## config.mk

```make
export PLATFORM = sky130hd
export DESIGN_NAME = pomodoro_sequencer_flat
export DESIGN_NICKNAME = d
export VERILOG_FILES = /design/src/rtl/pomodoro_sequencer_if.sv /design/src/rtl/pomodoro_sequencer.sv /design/src/flat_wrapper.sv
export SDC_FILE = /design/constraint.sdc
export NUM_CORES = 1
export LEC_CHECK = 0
export ABC_AREA = 1
export CORE_MARGIN = 2
export CORE_UTILIZATION = 38
export DETAILED_ROUTE_END_ITERATION = 10
export GPL_TIMING_DRIVEN = 0
export PLACE_DENSITY = 0.67
export SKIP_LAST_GASP = 1
export SLEW_MARGIN = 20
export SYNTH_ARGS = -nofsm -noshare
export SYNTH_HDL_FRONTEND = slang
export SYNTH_SLANG_ARGS = --single-unit
```

## constraint.sdc

```tcl
create_clock -name clk -period 1.3 [get_ports clk]
set_input_delay 0.26 -clock clk [delete_from_list [all_inputs] [get_ports clk]]
set_output_delay 0.26 -clock clk [all_outputs]
set_load 0.05 [all_outputs]
```

## src/rtl/pomodoro_sequencer_if.sv

```systemverilog
// pomodoro_sequencer_if: button/tick commands in, BCD countdown and phase status out
interface pomodoro_sequencer_if;
  logic       tick;
  logic       start_p;
  logic       pause_p;
  logic       skip_p;
  logic       clear_p;
  logic [7:0] min_bcd;
  logic [7:0] sec_bcd;
  logic [1:0] phase;
  logic       running;
  logic       alert;
  logic       alarm;
  logic [2:0] session_cnt;
  modport slave (
    input  tick, start_p, pause_p, skip_p, clear_p,
    output min_bcd, sec_bcd, phase, running, alert, alarm, session_cnt
  );
  modport master (
    output tick, start_p, pause_p, skip_p, clear_p,
    input  min_bcd, sec_bcd, phase, running, alert, alarm, session_cnt
  );
endinterface

```

## src/rtl/pomodoro_sequencer.sv

```systemverilog
// pomodoro_sequencer: work/short/long phase scheduler owning the BCD mm:ss countdown
// Define LONG_BREAK_EN to schedule long breaks every SESSIONS_PER_LONG work phases.
module pomodoro_sequencer #(
  parameter int WORK_MIN          = 25,
  parameter int SHORT_MIN         = 5,
  parameter int LONG_MIN          = 15,
  parameter int SESSIONS_PER_LONG = 4
) (
  input  logic                    clk,
  input  logic                    rst,
  pomodoro_sequencer_if.slave     bus
);
  typedef enum logic [1:0] {IDLE, RUN, PAUSED, ALERT} state_t;
  localparam logic [1:0] WORK  = 2'd0;
  localparam logic [1:0] SHORT = 2'd1;
  localparam logic [1:0] LONG  = 2'd2;
`ifdef LONG_BREAK_EN
  localparam bit LB = 1'b1;
`else
  localparam bit LB = 1'b0;
`endif
  function automatic logic [7:0] to_bcd(int v);
    return {4'(v / 10), 4'(v % 10)};
  endfunction
  localparam logic [7:0] WORK_BCD  = to_bcd(WORK_MIN);
  localparam logic [7:0] SHORT_BCD = to_bcd(SHORT_MIN);
  localparam logic [7:0] LONG_BCD  = to_bcd(LONG_MIN);
  function automatic logic [7:0] dec_bcd(logic [7:0] v);
    return (v[3:0] == 4'd0) ? {v[7:4] - 4'd1, 4'd9} : {v[7:4], v[3:0] - 4'd1};
  endfunction
  function automatic logic [7:0] dur(logic [1:0] ph);
    return (ph == LONG) ? LONG_BCD : (ph == SHORT) ? SHORT_BCD : WORK_BCD;
  endfunction
  // {next phase, next session count}; a skip advances without crediting the work phase
  function automatic logic [4:0] advance(logic [1:0] ph, logic [2:0] cnt, logic inc);
    logic [2:0] c;
    c = cnt + 3'(inc);
    if (ph != WORK) return {WORK, cnt};
    if (LB && c == 3'(SESSIONS_PER_LONG)) return {LONG, 3'd0};
    return {SHORT, LB ? c : 3'd0};
  endfunction
  state_t     state_q, state_d;
  logic [1:0] phase_q, phase_d;
  logic [2:0] cnt_q, cnt_d;
  logic [7:0] min_q, min_d;
  logic [7:0] sec_q, sec_d;
  logic       alarm_q, alarm_d;
  logic [4:0] adv_skip, adv_exp;
  always_comb begin
    state_d  = state_q;
    phase_d  = phase_q;
    cnt_d    = cnt_q;
    min_d    = min_q;
    sec_d    = sec_q;
    alarm_d  = 1'b0;
    adv_skip = advance(phase_q, cnt_q, 1'b0);
    adv_exp  = advance(phase_q, cnt_q, 1'b1);
    if (bus.clear_p) begin
      state_d = IDLE;
      phase_d = WORK;
      cnt_d   = 3'd0;
      min_d   = WORK_BCD;
      sec_d   = 8'h00;
    end else if (bus.skip_p) begin
      state_d          = IDLE;
      {phase_d, cnt_d} = adv_skip;
      min_d            = dur(adv_skip[4:3]);
      sec_d            = 8'h00;
    end else begin
      case (state_q)
        IDLE:   state_d = bus.start_p ? RUN : IDLE;
        RUN: begin
          if (bus.pause_p) state_d = PAUSED;
          else if (bus.tick) begin
            // 00:01 reloads the next phase directly so 00:00 is never shown
            if (min_q == 8'h00 && sec_q == 8'h01) begin
              state_d          = ALERT;
              alarm_d          = 1'b1;
              {phase_d, cnt_d} = adv_exp;
              min_d            = dur(adv_exp[4:3]);
              sec_d            = 8'h00;
            end else begin
              sec_d = (sec_q == 8'h00) ? 8'h59 : dec_bcd(sec_q);
              min_d = (sec_q == 8'h00) ? dec_bcd(min_q) : min_q;
            end
          end
        end
        PAUSED: state_d = (bus.start_p || bus.pause_p) ? RUN : PAUSED;
        ALERT:  state_d = bus.start_p ? RUN : ALERT;
        default: state_d = IDLE;
      endcase
    end
  end
  always_ff @(posedge clk) begin
    if (!rst) begin
      state_q <= IDLE;
      phase_q <= WORK;
      cnt_q   <= 3'd0;
      min_q   <= WORK_BCD;
      sec_q   <= 8'h00;
      alarm_q <= 1'b0;
    end else begin
      state_q <= state_d;
      phase_q <= phase_d;
      cnt_q   <= cnt_d;
      min_q   <= min_d;
      sec_q   <= sec_d;
      alarm_q <= alarm_d;
    end
  end
  assign bus.min_bcd     = min_q;
  assign bus.sec_bcd     = sec_q;
  assign bus.phase       = phase_q;
  assign bus.running     = (state_q == RUN);
  assign bus.alert       = (state_q == ALERT);
  assign bus.alarm       = alarm_q;
  assign bus.session_cnt = cnt_q;
endmodule
```

## src/flat_wrapper.sv

```systemverilog
// flat-port wrapper written by rule: the top's interface ports become plain ports
module pomodoro_sequencer_flat 
#(
  parameter int WORK_MIN          = 25,
  parameter int SHORT_MIN         = 5,
  parameter int LONG_MIN          = 15,
  parameter int SESSIONS_PER_LONG = 4
)
  (clk, rst, bus_tick, bus_start_p, bus_pause_p, bus_skip_p, bus_clear_p, bus_min_bcd, bus_sec_bcd, bus_phase, bus_running, bus_alert, bus_alarm, bus_session_cnt);
  pomodoro_sequencer_if bus_i ();
  input  logic clk;
  input  logic rst;
  input wire logic [$bits(bus_i.tick)-1:0] bus_tick;
  input wire logic [$bits(bus_i.start_p)-1:0] bus_start_p;
  input wire logic [$bits(bus_i.pause_p)-1:0] bus_pause_p;
  input wire logic [$bits(bus_i.skip_p)-1:0] bus_skip_p;
  input wire logic [$bits(bus_i.clear_p)-1:0] bus_clear_p;
  output wire logic [$bits(bus_i.min_bcd)-1:0] bus_min_bcd;
  output wire logic [$bits(bus_i.sec_bcd)-1:0] bus_sec_bcd;
  output wire logic [$bits(bus_i.phase)-1:0] bus_phase;
  output wire logic [$bits(bus_i.running)-1:0] bus_running;
  output wire logic [$bits(bus_i.alert)-1:0] bus_alert;
  output wire logic [$bits(bus_i.alarm)-1:0] bus_alarm;
  output wire logic [$bits(bus_i.session_cnt)-1:0] bus_session_cnt;
  assign bus_i.tick = bus_tick;
  assign bus_i.start_p = bus_start_p;
  assign bus_i.pause_p = bus_pause_p;
  assign bus_i.skip_p = bus_skip_p;
  assign bus_i.clear_p = bus_clear_p;
  assign bus_min_bcd = bus_i.min_bcd;
  assign bus_sec_bcd = bus_i.sec_bcd;
  assign bus_phase = bus_i.phase;
  assign bus_running = bus_i.running;
  assign bus_alert = bus_i.alert;
  assign bus_alarm = bus_i.alarm;
  assign bus_session_cnt = bus_i.session_cnt;
  pomodoro_sequencer #(.WORK_MIN(WORK_MIN), .SHORT_MIN(SHORT_MIN), .LONG_MIN(LONG_MIN), .SESSIONS_PER_LONG(SESSIONS_PER_LONG)) u_core (.clk(clk), .rst(rst), .bus(bus_i));
endmodule
```

==> impl_metrics.toml, run 1 <==
[worst_setup_path]
rr_endpoint = "u_core.bus.min_bcd[6]$_SDFFE_PP0P_"
critPathSlowestCell = "dfxtp_4"
reg2reg_slack_ps = -60
cp-start-kind = "flip-flop"
cp_max_fo = 4
critPathBufInv = 1
path_class = "reg2reg"
cpMostUsedCell = "nor2_4"
reg2reg_depth = 8
crit_cells = 8
worstPathRequired_ps = 1560
critical_path.max_stage_delay_ps = 380
crit_chain = "inv_4, ha_4, nand2_4, nor2_4, nor2_4, nand2_8, nand4_1, o21ai_1"
cp_data_arrival_time_ps = 1610
r2r-start = "u_core.bus.sec_bcd[0]$_SDFFE_PP0P_"
end_kind = "flip-flop"
crit_family = "simple AND/OR/NAND/NOR gates"

[synthesis]
synthXorXnorAreaFrac_pct = 3.47
seq_area_frac_synth_pct = 31.7
synth-edff-count = 0
yosys-top-cells-count = "nand2_1 (32), inv_1 (29), dfxtp_1 (20), nor2_1 (20), nand3_1 (15)"
synth-seq-cells = 20
yosys.area_share.simple_pct = 34.7
async_flop_share_pct = 0
synth.area.mux_share_pct = 0
synthCells = 183
yosys_warnings = 0
yosys_most_used_dff = "dfxtp_1"
synth_top_family_by_area = "simple AND/OR/NAND/NOR gates"
synth.top_cell.area_share_pct = 31.7
syn_area_sq_um = 1260
synth_fa_ha_area_share_pct = 6.93
synth_top_area_cell = "dfxtp_1"
synthTopCellsByArea = "dfxtp_1 (32%), nand2_1 (9.5%), inv_1 (8.6%)"
synth_most_common_cell = "nand2_1"
synth_cell_types = 28
syn_area_per_cell_sq_um = 6.91
synth_compound_area_share_pct = 11.0

[timing]
fmax_mhz = 738
setup_viol = 10
period_share_pct = 104
rsz0062_at_grt = "true"
maxSlewViolCount = 0
fin_crit_ps = 1360
postLayoutSetupSlackWorst_ps = -55.1
finalHoldViolCount = 0
skew_ps = 4.10
hold_ws_ps = 417

[clocking]
clk_pin_slew_ps = 120
clk_path_buf_depth = 2
htree_levels = 1
worstSkewPairLatency_ps = 320
cts_root_buf = "clkbuf_4"
cts_tree = "yes"
cts_hold_buffers = 0
clock-sinks = 20
cts_buffers = 3

[job]
maxCapViolCount = 0

[floorplan]
die_y_um = 61.7
coreArea_sq_um = 3100
initial_core_util_pct = 40.7
io_pins = 31
die_area_sq_um = 3800
die_x_um = 61.7
num_rows = 20

[power_and_ir_drop]
power_mw = 1.24
p_per_area_nw_per_um2 = 610
peakVddDrop_mv = 0.292
power_leakage_nw = 0.918

[worst_hold_path]
holdPathStages = 4
hold_start = "bus_skip_p"
hp-class = "in2reg"
hold_path_end = "u_core.state_q[0]$_SDFFE_PP0P_"

[route]
wirelength_mm = 3.46
routedWlPerCell_um = 12.2
vias_per_cell = 4.82
drc = 0
drtPass1Iterations = 4
antenna_left = 0
vias = 1368
drt_iter0_markers = 70

[cells_and_area]
antennaDiodeCount = 0
fin_nets = 255
layout-drive-gt1-share_pct = 50.8
fillers = 274
area.growth.synth_to_final_pct = 60.7
stdcell_area_sq_um = 2030
fin_cells = 284

[placed_design]
globalplace.congestion = 0.850
place_inst = 256
place_area_sq_um = 1700
dpl.hpwl_mm = 2.18
pre_cts_slack_ps = -447
portBuffers = 26

[grt]
track_usage_pct = 19.3
grt_pass1_wl_mm = 5.33
grt_antenna_before_repair = 0
globalRoute.totalOverflow = 0
grt_pass1_vias = 1224
grt_max_degree = 12

[outcome]
status = "complete, but fails checks"
violations = "negative setup slack"
==> layer usage <==
layer  vias to the layer above  share of wire [%]  track usage [%]  wire [um]
met5                         -                  0                0          0
met4                         0                2.6             11.2         89
met3                         8                4.0             3.78        137
met2                        31                 49             30.8       1700
met1                       631                 44             23.9       1530
li1                        698                  -                -          -
==> timing repair <==
| item | CTS | global route |
|---|---|---|
| pin swaps | 19 | 9 |
| setup endpoints to repair | 39 | 29 |
| gates cloned | 1 | 0 |
| gates resized for setup | 124 | 43 |
| buffers inserted | 19 | 4 |
==> power by group <==
part	switching [mW]	internal (mW)
clock network	0.216	0.171
logic	0.147	0.0859
registers	0.0104	0.608
==> area by class of cell <==
class / count / area, sq um / share of cell area (%)
multi-input cells: 131 / 933 / 46.0
flip-flops and latches: 20 / 443 / 21.8
repair buffers: 49 / 388 / 19.1
inverters: 31 / 134 / 6.59
well taps: 44 / 55.1 / 2.71
plain buffers: 5 / 41.3 / 2.03
clock buffers: 4 / 36.3 / 1.79
==> flip-flops by register name, summed over array words and instances, names as in the netlist <==
name                count
u_core.bus.sec_bcd      8
u_core.bus.phase        1
u_core.bus.alarm        1
u_core.state_q          2
u_core.bus.min_bcd      8
==> cells by family after synthesis <==
group | after synthesis
adders and majority gates | 7
and+or+nand+nor | 89
xor gates and xnor gates | 5
other | 1
AOI/OAI and AO/OA | 25
buffers and inverters | 36
DFF | 20
==> through the flow <==
step / TNS [ps] / utilization, %
2_1_floorplan: -638 / -
3_3_place_gp: -9180 / 54.6
3_5_place_dp: -9580 / 54.6
4_1_cts: -468 / 60.8
5_1_grt: -1350 / 65.4
6_report: -307 / 65.4
==> cell usage in the layout, fill, tap and decap left out, types with 3 or more instances in the layout <==
cell	instances
a21oi_1	7
buf_2	8
buf_4	31
buf_6	4
clkbuf_4	6
clkdlybuf4s50_1	5
conb_1	4
dfxtp_2	10
dfxtp_4	8
ha_4	5
inv_1	17
inv_2	6
inv_4	7
nand2_1	27
nand2_2	4
nand2_4	8
nand3_1	12
nand3_2	3
nand4_1	5
nor2_1	12
nor2_2	5
nor2_4	8
o211ai_1	3
o21ai_0	3
o21ai_1	6
xor2_1	4
==> how the worst max path moves through the flow <==
stage / startpoint / to / slack (ps)
floorplan: u_core.bus.sec_bcd[0]$_SDFFE_PP0P_ / u_core.bus.min_bcd[2]$_SDFFE_PP1P_ / -120
global placement: rst / u_core.bus.sec_bcd[7]$_SDFFE_PP0P_ / -450
detailed placement: rst / u_core.bus.sec_bcd[7]$_SDFFE_PP0P_ / -450
CTS: u_core.state_q[1]$_SDFFE_PP0P_ / bus_running / -90
global route: bus_pause_p / u_core.bus.min_bcd[6]$_SDFFE_PP0P_ / -130
finish: u_core.bus.sec_bcd[0]$_SDFFE_PP0P_ / u_core.bus.min_bcd[6]$_SDFFE_PP0P_ / -60
==> worst min-delay path: cells and delay by family <==
family / cells / cell delay (ps)
and+or+nand+nor: 2 / 160
buffers and inverters: 2 / 300
Note: power is estimated with default switching activity, not from simulation.
==> inputs of run 2 (changes only) <==
- CTS_BUF_LIST: not set -> sky130_fd_sc_hd__clkbuf_8
==> run 2 against run 1 <==
The flow still finishes with violations (negative setup slack). Worst hold slack worse by 81 ps. Wire length rose by 1.0%. Combinational power barely moved. Final area grew 2.4%. Global-route usage is essentially flat. Largest cell class unchanged.
==> impl_metrics.toml, run 2 (synthesized netlist as in run 1, its figures left out) <==
[power_and_ir_drop]
switchingPower_mw = 0.389
peakVddDrop_mv = 0.351
pwr-share-clk_pct = 37.1
p_int_mw = 0.961
seqPwrFrac_pct = 45.7
swShare_pct = 28.8
comb_power_share_pct = 17.2
power_mw = 1.35
power_leakage_nw = 0.924
p_per_area_nw_per_um2 = 650

[timing]
fmax_mhz = 730
fin_tns_setup_ps = -414
postLayoutSetupSlackWorst_ps = -69.4
maxSlewViolCount = 0
skew_ps = 1.02
setup_viol = 13
period_share_pct = 105
rsz0062_at_grt = "true"
fin_crit_ps = 1370
hold_ws_ps = 336
finalHoldViolCount = 0

[clocking]
cts_hold_buffers = 0
cts_tree = "yes"
cts_buffers = 3
clk_pin_slew_ps = 80
htree_levels = 1
clk_path_buf_depth = 2
cts_root_buf = "clkbuf_8"
worstSkewPairLatency_ps = 260
clock-sinks = 20

[worst_setup_path]
cp_data_arrival_time_ps = 1510
cp_max_fo = 5
reg2reg_depth = 10
end_kind = "flip-flop"
r2r-start = "u_core.bus.sec_bcd[0]$_SDFFE_PP0P_"
worstPathRequired_ps = 1440
cp-start-kind = "flip-flop"
path_class = "reg2reg"
critPathLaunch = "u_core.bus.sec_bcd[0]$_SDFFE_PP0P_"

[route]
vias_per_cell = 4.79
drtPass1Iterations = 4
met3_length_um = 138
drc = 0
vias = 1355
antenna_left = 0
wl_met2_mm = 1.69
wl_met1_mm = 1.57
routedWlPerCell_um = 12.3
wirelength_mm = 3.49
drt_iter0_markers = 76
highest_layer = "met4"

[placed_design]
portBuffers = 26
pre_cts_slack_ps = -447
dpl.hpwl_mm = 2.18
globalplace.congestion = 0.850

[cells_and_area]
multi_input_area_sq_um = 958
antennaDiodeCount = 0
fin_nets = 254
regArea_sq_um = 443
fillers = 259
layout-drive-gt1-share_pct = 52.7
area.growth.synth_to_final_pct = 64.6
final_cell_mix = "nand2_1 (26), buf_4 (26), inv_1 (16)"

[grt]
track_usage_pct = 19.2
grt_pass1_vias = 1224
grt_max_degree = 12
globalRoute.totalOverflow = 0
grt_pass1_wl_mm = 5.40
grt_antenna_before_repair = 0

[floorplan]
die_x_um = 61.7
io_pins = 31
die_y_um = 61.7
die_area_sq_um = 3800
coreArea_sq_um = 3100
num_rows = 20
initial_core_util_pct = 40.7

[worst_hold_path]
hold_start = "bus_tick"
hp-class = "in2reg"
holdPathStages = 3

[outcome]
violations = "negative setup slack"
status = "complete, but fails checks"

[job]
maxCapViolCount = 0
[run 2: power by group through the flow]
stage	clock network, mW	logic (mW)	registers [mW]
global route	0.530	0.249	0.619
floorplan	0	0.120	0.656
finish	0.501	0.233	0.617
global placement	0	0.197	0.630
CTS	0.503	0.218	0.617
detailed placement	0	0.201	0.631
[run 2: area by class of cell]
cell class	instances	share of cell area, %
Multi-Input combinational cell	131	46.1
Sequential cell	20	21.3
Timing Repair Buffer	48	19.0
Inverter	31	6.32
Clock buffer	4	2.65
Tap cell	44	2.65
Buffer	5	1.99
[run 2: stage by stage]
stage | utilization, % | instance area [sq um] | std cells
finish | 67.0 | 2080 | 283
global route | 67.0 | 2080 | 283
CTS | 64.6 | 2000 | 279
detailed placement | 54.6 | 1700 | 256
global placement | 54.6 | 1700 | 256
floorplan | - | 1380 | 186
[run 2: worst paths after layout]
| kind | end | slack, ps |
|---|---|---|
| worst max-delay path | u_core.bus.min_bcd[2]$_SDFFE_PP1P_ | -70 |
| worst min-delay path | u_core.state_q[1]$_SDFFE_PP0P_ | 340 |
| worst max register to register | u_core.bus.min_bcd[2]$_SDFFE_PP1P_ | -70 |
| worst min register to register | u_core.bus.sec_bcd[7]$_SDFFE_PP0P_ | 500 |
[run 2: timing repair]
action | 4_1_cts | 5_1_grt
gates resized for setup | 96 | 43
gates cloned | 1 | 0
endpoints found under the setup margin | 38 | 28
buffers inserted | 18 | 4
pin swaps | 18 | 19
[run 2: layer usage]
metal	GRT usage [%]	vias to the layer above
met5	0	-
met4	9.12	0
met3	2.52	11
met2	32.2	34
met1	24.3	609
li1	-	701
[run 2: worst max-delay path, stage by stage, from the launching register on]
cell and delay [ps]:
dfxtp_4 400, inv_4 50, ha_4 160, nand2_4 80
nor2_4 50, nor2_4 150, nand2_8 90, nand2_4 100
inv_2 30, o21ai_1 60, nand3_1 80
==> inputs of run 3 (changes only) <==
- CELL_PAD_IN_SITES_DETAIL_PLACEMENT: not set -> 0
- CELL_PAD_IN_SITES_GLOBAL_PLACEMENT: not set -> 1
- CORE_UTILIZATION: 38 -> 32
- PLACE_DENSITY: 0.67 -> not set
- PLACE_DENSITY_LB_ADDON: not set -> 0.1
==> run 3 against run 2 <==
The flow still finishes with violations (negative setup slack). First-iteration DRC count is 57% lower. Clock skew is 7.4 ps higher. Sequential power hardly changed. Non-clock buffer count is 1 higher. Flip-flop and latch count stayed put. Total power is 4.8% lower. Global-route usage is 3.6 points lower. Via count is 1.2% lower. Core utilization is 9.3 points lower. Wire length is 0.37% lower. Final area is 3.2% higher. Critical path depth is 2 lower. Critical endpoint is now u_core.bus.min_bcd[7]$_SDFFE_PP0P_.
==> impl_metrics.toml, run 3 (synthesized netlist as in run 1, its figures left out) <==
[floorplan]
die_x_um = 66.8
io_pins = 31
die_y_um = 66.8
num_rows = 22
die_area_sq_um = 4470
coreArea_sq_um = 3720
initial_core_util_pct = 34.0

[cells_and_area]
final_cell_mix = "nand2_1 (24), buf_4 (22), inv_1 (17)"
layout-drive-gt1-share_pct = 54.8
fin_nets = 255
layout_commonest_cell = "nand2_1"
multi_input_area_sq_um = 990
stdcell_area_sq_um = 2150
fin_cells = 287
antennaDiodeCount = 0
area.growth.synth_to_final_pct = 69.8
regArea_sq_um = 442
final_core_utilization_pct = 57.7
fillers = 364

[placed_design]
dpl.hpwl_mm = 2.24
place_area_sq_um = 1700
globalplace.congestion = 0.720
place_inst = 260
pre_cts_slack_ps = -458
portBuffers = 26

[worst_hold_path]
hold_start = "bus_tick"
hold_path_end = "u_core.state_q[1]$_SDFFE_PP0P_"
hp-class = "in2reg"
holdPathStages = 3

[route]
vias_per_cell = 4.67
antenna_left = 0
drc = 0
routedWlPerCell_um = 12.1
drt_iter0_markers = 33
vias = 1339
wirelength_mm = 3.48
drtPass1Iterations = 4

[worst_setup_path]
r2r-start = "u_core.bus.min_bcd[0]$_SDFFE_PP1P_"
cp-start-kind = "flip-flop"
reg2reg_slack_ps = -90
end_kind = "flip-flop"
cp_max_fo = 5
rr_endpoint = "u_core.bus.min_bcd[7]$_SDFFE_PP0P_"
cp_data_arrival_time_ps = 1580
worstPathRequired_ps = 1490
path_class = "reg2reg"
reg2reg_depth = 8

[timing]
fmax_mhz = 721
fin_crit_ps = 1390
rsz0062_at_grt = "true"
hold_ws_ps = 309
skew_ps = 8.41
postLayoutSetupSlackWorst_ps = -87.0
maxSlewViolCount = 0
finalHoldViolCount = 0
setup_viol = 15
fin_tns_setup_ps = -567
period_share_pct = 107

[outcome]
status = "complete, but fails checks"
violations = "negative setup slack"

[job]
maxCapViolCount = 0

[power_and_ir_drop]
power_mw = 1.29
p_per_area_nw_per_um2 = 600
comb_power_share_pct = 19.0
peakVddDrop_mv = 0.260
p_int_mw = 0.907
seqPwrFrac_pct = 48.1
pwr-share-clk_pct = 32.9
power_leakage_nw = 0.914
switchingPower_mw = 0.380
swShare_pct = 29.5

[grt]
globalRoute.totalOverflow = 0
track_usage_pct = 15.7
grt_pass1_vias = 1209
grt_pass1_wl_mm = 5.39
grt_max_degree = 11
grt_antenna_before_repair = 0

[clocking]
clk_pin_slew_ps = 80
clock-sinks = 20
cts_root_buf = "clkbuf_8"
cts_tree = "yes"
worstSkewPairLatency_ps = 260
cts_buffers = 3
clk_path_buf_depth = 2
htree_levels = 1
==> run 3: changes by cell type in the layout (fill, tap and decap cells not counted), moves of 3 or more <==
cell             change
buf_6                +5
buf_4                -4
buf_2                -3
clkdlybuf4s15_2      +3
==> run 3: cell type report <==
class / instances / share of cell area (%)
flip-flops and latches: 20 / 20.6
clock buffers: 3 / 1.92
well taps: 48 / 2.80
plain buffers: 5 / 1.92
inverters: 31 / 6.30
repair buffers: 49 / 20.3
multi-input cells: 131 / 46.1
==> run 3: repair_timing <==
item,in CTS,in global routing
hold buffers,0,0
buffers inserted,14,9
endpoints found under the setup margin,38,26
pin swaps,11,23
resized for setup,81,61
cloned,1,0
==> run 3: power groups by stage <==
stage               logic, mW  clock network (mW)  registers [mW]
global placement        0.199                   0           0.631
finish                  0.244               0.423           0.619
CTS                     0.218               0.437           0.616
floorplan               0.120                   0           0.656
global route            0.265               0.452           0.620
detailed placement      0.202                   0           0.631
==> run 3: worst max-delay path: stages (launching register included) <==
cell,delay (ps)
dfxtp_4,370
inv_4,70
ha_4,150
nand2_8,70
nor2_4,100
nand2_4,90
nand2_8,110
nand4_1,170
o21ai_1,170
==> run 3: worst max path at each step <==
stage	startpoint	endpoint	slack [ps]
3_5_place_dp	rst	u_core.bus.sec_bcd[7]$_SDFFE_PP0P_	-460
6_report	u_core.bus.min_bcd[0]$_SDFFE_PP1P_	u_core.bus.min_bcd[7]$_SDFFE_PP0P_	-90
3_3_place_gp	rst	u_core.bus.sec_bcd[7]$_SDFFE_PP0P_	-470
5_1_grt	u_core.bus.sec_bcd[1]$_SDFFE_PP0P_	u_core.bus.min_bcd[6]$_SDFFE_PP0P_	-190
4_1_cts	u_core.bus.min_bcd[4]$_SDFFE_PP0P_	bus_min_bcd[4]	-110
2_1_floorplan	u_core.bus.sec_bcd[0]$_SDFFE_PP0P_	u_core.bus.min_bcd[2]$_SDFFE_PP1P_	-120
==> run 3: layer usage <==
layer  vias up  share of wire, %  global-route usage, %
met2        27                49                   25.9
met4         0               1.2                   4.59
li1        697                 -                      -
met1       609                46                   20.6
met3         6               4.1                   3.04
met5         -                 0                      0
